### src/rtl/uart_rx_module.sv
// 8N1 UART receiver: synchronised input, mid-bit sampling, 1-entry valid/ready buffer.
// Define UART_RX_PARITY_EN to add an even-parity bit between data and stop.
module uart_rx_module #(
  parameter int CLKS_PER_BIT = 434,
  parameter int SYNC_STAGES  = 2
) (
  input  logic       clk,
  input  logic       rst,
  input  logic       rx_pin_in,
  output logic [7:0] rx_data,
  output logic       rx_valid,
  input  logic       rx_ready,
  output logic       frame_err,
  output logic       overrun,
  output logic       parity_err
);

  localparam int CW = $clog2(CLKS_PER_BIT);
  localparam logic [CW-1:0] LAST_CNT = CW'(CLKS_PER_BIT - 1);
  localparam logic [CW-1:0] HALF_CNT = CW'(CLKS_PER_BIT / 2 - 1);

  typedef enum logic [2:0] {
    S_IDLE,
    S_START,
    S_DATA,
`ifdef UART_RX_PARITY_EN
    S_PARITY,
`endif
    S_STOP,
    S_BREAK
  } state_t;

  state_t                 r_state;
  logic [SYNC_STAGES-1:0] r_sync;
  logic [CW-1:0]          r_bitCnt;
  logic [2:0]             r_idx;
  logic [7:0]             r_shift;
  logic                   r_deliver;
  logic                   w_srx;
  logic                   w_bitEnd;

  assign w_srx    = r_sync[SYNC_STAGES-1];
  assign w_bitEnd = (r_bitCnt == LAST_CNT);

`ifdef UART_RX_PARITY_EN
  logic r_parityErr;
  assign parity_err = r_parityErr;
`else
  assign parity_err = 1'b0;
`endif

  // Delivery is deferred one cycle after the stop sample so the buffer logic
  // sees a settled shift register, independent of what the FSM does next.
  always_ff @(posedge clk) begin
    if (rst) begin
      r_state   <= S_IDLE;
      r_sync    <= '1;
      r_bitCnt  <= '0;
      r_idx     <= '0;
      r_shift   <= '0;
      r_deliver <= 1'b0;
      rx_data   <= 8'h00;
      rx_valid  <= 1'b0;
      frame_err <= 1'b0;
      overrun   <= 1'b0;
`ifdef UART_RX_PARITY_EN
      r_parityErr <= 1'b0;
`endif
    end else begin
      r_sync    <= {r_sync[SYNC_STAGES-2:0], rx_pin_in};
      frame_err <= 1'b0;
      overrun   <= 1'b0;
`ifdef UART_RX_PARITY_EN
      r_parityErr <= 1'b0;
`endif
      r_bitCnt <= w_bitEnd ? '0 : r_bitCnt + CW'(1);

      if (rx_valid && rx_ready) rx_valid <= 1'b0;
      if (r_deliver) begin
        r_deliver <= 1'b0;
        if (!rx_valid || rx_ready) begin
          rx_data  <= r_shift;
          rx_valid <= 1'b1;
        end else begin
          overrun <= 1'b1;
        end
      end

      case (r_state)
        S_IDLE: begin
          if (!w_srx) begin
            r_state  <= S_START;
            r_bitCnt <= '0;
          end
        end
        // Half a bit in: confirm the start bit and realign the counter to mid-bit.
        S_START: begin
          if (r_bitCnt == HALF_CNT) begin
            r_bitCnt <= '0;
            r_idx    <= '0;
            r_state  <= w_srx ? S_IDLE : S_DATA;
          end
        end
        S_DATA: begin
          if (w_bitEnd) begin
            r_shift <= {w_srx, r_shift[7:1]};
            r_idx   <= r_idx + 3'd1;
            if (r_idx == 3'd7) begin
`ifdef UART_RX_PARITY_EN
              r_state <= S_PARITY;
`else
              r_state <= S_STOP;
`endif
            end
          end
        end
`ifdef UART_RX_PARITY_EN
        S_PARITY: begin
          if (w_bitEnd) begin
            r_parityErr <= ^{r_shift, w_srx};
            r_state     <= S_STOP;
          end
        end
`endif
        S_STOP: begin
          if (w_bitEnd) begin
            if (w_srx) begin
              r_deliver <= 1'b1;
              r_state   <= S_IDLE;
            end else begin
              frame_err <= 1'b1;
              r_state   <= S_BREAK;
            end
          end
        end
        // A held-low line must return high before another start bit counts.
        S_BREAK: begin
          if (w_srx) begin
            r_state  <= S_IDLE;
            r_bitCnt <= '0;
          end
        end
        default: r_state <= S_IDLE;
      endcase
    end
  end

endmodule

### config.mk
export PLATFORM = sky130hd
export DESIGN_NAME = uart_rx_module
export DESIGN_NICKNAME = d
export VERILOG_FILES = /design/src/rtl/uart_rx_module.sv
export SDC_FILE = /design/constraint.sdc
export NUM_CORES = 1
export LEC_CHECK = 0
export BUFFER_PORTS_ARGS = -buffer_cell sky130_fd_sc_hd__buf_2
export CAP_MARGIN = 30
export CORE_AREA = 2 2 71 73
export CTS_CLUSTER_DIAMETER = 120
export DETAILED_ROUTE_END_ITERATION = 10
export DIE_AREA = 0 0 73 75
export GPL_TIMING_DRIVEN = 0
export PLACE_DENSITY = 0.63
export SETUP_SLACK_MARGIN = 0.2
export SLEW_MARGIN = 5
export SYNTH_ARGS = -nofsm -noshare
export SYNTH_HDL_FRONTEND = slang
export SYNTH_SLANG_ARGS = --single-unit
### constraint.sdc
create_clock -name clk -period 3.7 [get_ports clk]
set_input_delay 0.185 -clock clk [delete_from_list [all_inputs] [get_ports clk]]
set_output_delay 0.185 -clock clk [all_outputs]
set_load 0.02 [all_outputs]
After elaboration in Yosys (flattened, before gate mapping)
Index checks and enable logic that the tools add are counted.
W data, S select, Z words.

word-level totals
  bits in registers = 37
  bits of input ports = 4
  output and inout bits = 12
  logic and storage cells = 62

cells by class
  add/sub/neg operators = 2
  eq/ne operators = 13
  muxes and demuxes = 23
  bitwise logic cells = 3
  reduce and logical (&&, ||, !) cells = 11

operator list
  cell                   number
  $mux W9                4
  $mux W3                9
  $pmux W9 S3            1
  $pmux W3 S5            1
  $ne A2 B2 Y1 const B   6
  $add A9 B1 Y9 const B  1
  $eq A9 B8 Y1 const B   1
  $eq A9 B9 Y1 const B   1
  $eq A3 B2 Y1 const B   2
  $eq A3 B3 Y1 const B   2
  $mux W1                6
  $pmux W3 S2            1
  $reduce_and A6 Y1      1
  $reduce_and A2 Y1      2
  $add A3 B1 Y3 const B  1
  $eq A3 B1 Y1 const B   1
  $logic_not A3 Y1       1
  $not A1 Y1             3
  $reduce_and A3 Y1      1
  $reduce_or A3 Y1       1
  $mux W2                1
  $reduce_bool A2 Y1     1
  $reduce_or A2 Y1       1
  $logic_and A1 B1 Y1    1
  2 further kinds        2

Longest topological paths before layout
  depth after elaboration = 4
  depth in mapped cells = 7
  gate-level depth less buffers = 6

Worst setup path after synthesis
Ideal clock, no wire load.

  kind = flip-flop to flip-flop
  from = register r_idx[0]
  to = register r_state[2]
  setup time = 0.121 ns
  arrival = 1.458 ns
  data required time = 3.579 ns
  path slack = 2.121 ns
  stages on the path, launching flop included = 7
  path buffers = 0
  period minus slack after synthesis = 1.579 ns
  path through = dfxtp_1 ha_1 ha_1 or2_2 a31oi_1 nor3b_2 mux2_4

between the ends
  longest elaborated chain between the ends = 3

ends and longest elaborated chain
  what                                RTL line  source
  from (decl)                         36        logic [2:0] r_idx;
  from (signal assigned)              107       r_idx <= r_idx + 3'd1;
  $eq A3 B3 Y1                        108       if (r_idx == 3'd7) begin
  $ne A2 B2 Y1 (no source line)       n/a
  $reduce_and A6 Y1 (no source line)  n/a
  to (signal assigned)                101       r_state <= w_srx ? S_IDLE : S_DATA;
  to (decl)                           33        state_t r_state;

Every way passes these cells.
A chain may end at the register's enable or synchronous reset.

Worst setup path after layout
Ends and elaborated chain as after synthesis.

==> flow_summary.ini <==
[sta]
hold_viol = 0
fin_setup_tns_ns = 0
max_slew_margin_pct = 63.9
tightest_slew_ns = 0.542
whs_ns = 0.0788
rsz0062_at_grt = no
setup_ws_ns = 2.01
skew_ns = 0.00613
period_minus_slack_ns = 1.69
fmax_mhz = 592
finalCritPeriodShare_pct = 45.7
finalSetupViolCount = 0
slew_viol_final = 0

[placed_design]
io_buffers = 13
post-place-ws_ns = 2.03
gp_congestion = 0.770
hpwl_um = 1890

[power]
p_int_uw = 664
p_leak_uw = 0.000769
switching_power_uw = 199
ir_drop_uv = 269
combPwrFrac_pct = 8.6
p_clk_share_pct = 42.6
p_seq_share_pct = 48.8
p_sw_share_pct = 23.0
powerDensity_nw_per_um2 = 470

[global_routing]
grt-ovfl-total = 0
grt_max_degree = 13
grtUsageTotal_pct = 11.5
antenna_found_initial = 0
grt_pass1_vias = 1121
grt_pass1_wl_um = 4860

[synthesis]
synth_top_area_share_pct = 46.8
seq_area_frac_synth_pct = 46.8
netlist_instances = 169
yosysMostFrequentCell = dfxtp_1
ys.flop_type = dfxtp_1
yosys-top-cells-area = dfxtp_1 47%, mux2i_1 5.7%, nor2_1 5.5%
synthArstFlopShare_pct = 0
yosys.area.top_type = dfxtp_1
synth-seq-cells = 37
syn_avg_cell_area_sq_um = 9.37
netlist_top_cells_count = 37 x dfxtp_1, 23 x nor2_1, 18 x nand2_1, 13 x a21oi_1, 9 x mux2i_1
syn_nets = 178
synth_area_sq_um = 1580
yosys_warnings = 0
synth_edf_count = 0
yosys.cell_types.count = 37

[clocking]
post_cts_buffers = 0
holdBufCountCts = 0
path_clk_slew_ns = 0.08
cts_tree = built
cts_buffer_depth = 2
clock_tree.root_cell = clkbuf_8
numCtsBuffers = 5
clock-sinks = 37
clock_latency_ns = 0.29
postCtsResizedCells = 0
h-tree-depth = 2

[worst_setup_path]
crit_cells = 6
worstRegToRegCells = 6
critPathRequiredTime_ns = 3.88
critPathBufInv = 0
critPathKind = flop to flop
arrival_ns = 1.87
crit_path_frequent_cell = ha_1
crit_path_max_fanout = 3
crit_path_top_delay_cell = dfxtp_1
path_cells = ha_1 -> ha_1 -> or2_2 -> a31oi_1 -> nor3b_2 -> mux2_4
crit_family = adder cells
startpoint_type = flop
cpPeakStageDelay_ns = 0.33
setup.worst_path.end_class = flop

[floorplanning]
num_rows = 25
die_h_um = 75
io_pins = 16
initial_core_util_pct = 34.0
coreArea_sq_um = 4660
die_area_sq_um = 5480
die_x_um = 73

[drt]
totalWireLength_um = 2740
viasPerCell = 4.73
routedWlPerCell_um = 11.2
drc = 0
ant_nets = 0
drt-pass1-iter-count = 4
vias = 1154
drtIter0Drc = 69

[final_layout]
area_delta_synth_final_pct = 16.0
drive_above_1_share_pct = 20.5
nNetsFinal = 198
fillers = 477
diodes = 0

[hold_path]
min_path_cells = 2
hp-class = input port to flop

[run_status]
status = finished, final reports clean

[run]
cap_viol_max_count = 0
cell type report:
cell class	count	area (sq um)	area share [%]
plain buffers	6	53.8	2.93
well taps	54	67.6	3.68
multi-input cells	119	762	41.5
clock buffers	6	82.6	4.50
repair buffers	13	65.1	3.54
flip-flops and latches	37	741	40.4
inverters	7	26.3	1.43
clock inverters	2	37.5	2.04
routing by layer:
layer | vias to the layer above | routed length (um) | GRT usage [%]
met1 | 524 | 1330 | 14.0
met5 | - | 0 | 0
met2 | 18 | 1260 | 18.6
met4 | 0 | 51 | 4.94
li1 | 608 | - | -
met3 | 4 | 96 | 3.75
state kept, by name (all words and copies together), names as in the netlist, 2 cells and up:
register and count:
r_bitCnt 9, r_idx 3, r_shift 8, r_state 3
r_sync 2, rx_data 8
final timing paths:
kind,from,endpoint,slack (ns)
worst min-delay path,rx_pin_in,r_sync[0],0.08
worst max-delay path,r_idx[0],r_state[2],2.01
worst min register to register,r_sync[0],r_sync[1],0.42
worst max register to register,r_idx[0],r_state[2],2.01
cell usage in the layout (no fill, tap or decap), types with 2 or more instances in the layout:
cell type and n:
buf_4 3, xnor2_1 5, or2_2 4, xor2_1 2, nor4b_1 2, nand2_1 18
buf_6 2, nor3_1 3, mux2i_1 9, clkbuf_8 6, a21oi_1 13, dfxtp_1 37
nor2b_1 3, nor2_1 23, buf_2 13, ha_1 5, nand3_1 7, nand2b_1 2
nand4_1 4, a31oi_1 2, inv_1 7
worst reg2reg max path, delay by kind of cell, from the launching register on:
kind,cells,cell delay [ns]
AO/OA/AOI/OAI,1,0.20
adder cells (fa/ha/maj),2,0.40
flip-flops,1,0.33
multiplexers,1,0.29
AND/OR/NAND/NOR,2,0.36
power groups by stage:
stage	combinational [uW]	sequential, uW	clock, uW
after CTS	75.4	420	374
final	74.5	421	367
after global routing	84.3	422	395
after detailed placement	75.0	429	0
after global placement	74.2	429	0
after floorplan	63.2	426	0
through the flow:
stage | power, uW | utilization [%] | instances | cell area, sq um
final | 862 | 39.4 | 244 | 1840
after global routing | 902 | 39.4 | 244 | 1840
after CTS | 870 | 39.4 | 244 | 1840
after detailed placement | 504 | 36.8 | 236 | 1720
after global placement | 503 | 36.8 | 236 | 1720
after floorplan | 489 | - | 169 | 1580
cells by family after synthesis:
group	after synthesis	synth area share, %
adders and majority gates	5	3.95
AOI/OAI and AO/OA	18	6.48
DFF	37	46.8
xor gates and xnor gates	7	3.87
muxes	10	6.64
other	1	0.237
and+or+nand+nor	78	27.0
buffers and inverters	13	5.06
No activity file was read; power rests on OpenSTA's default activity.
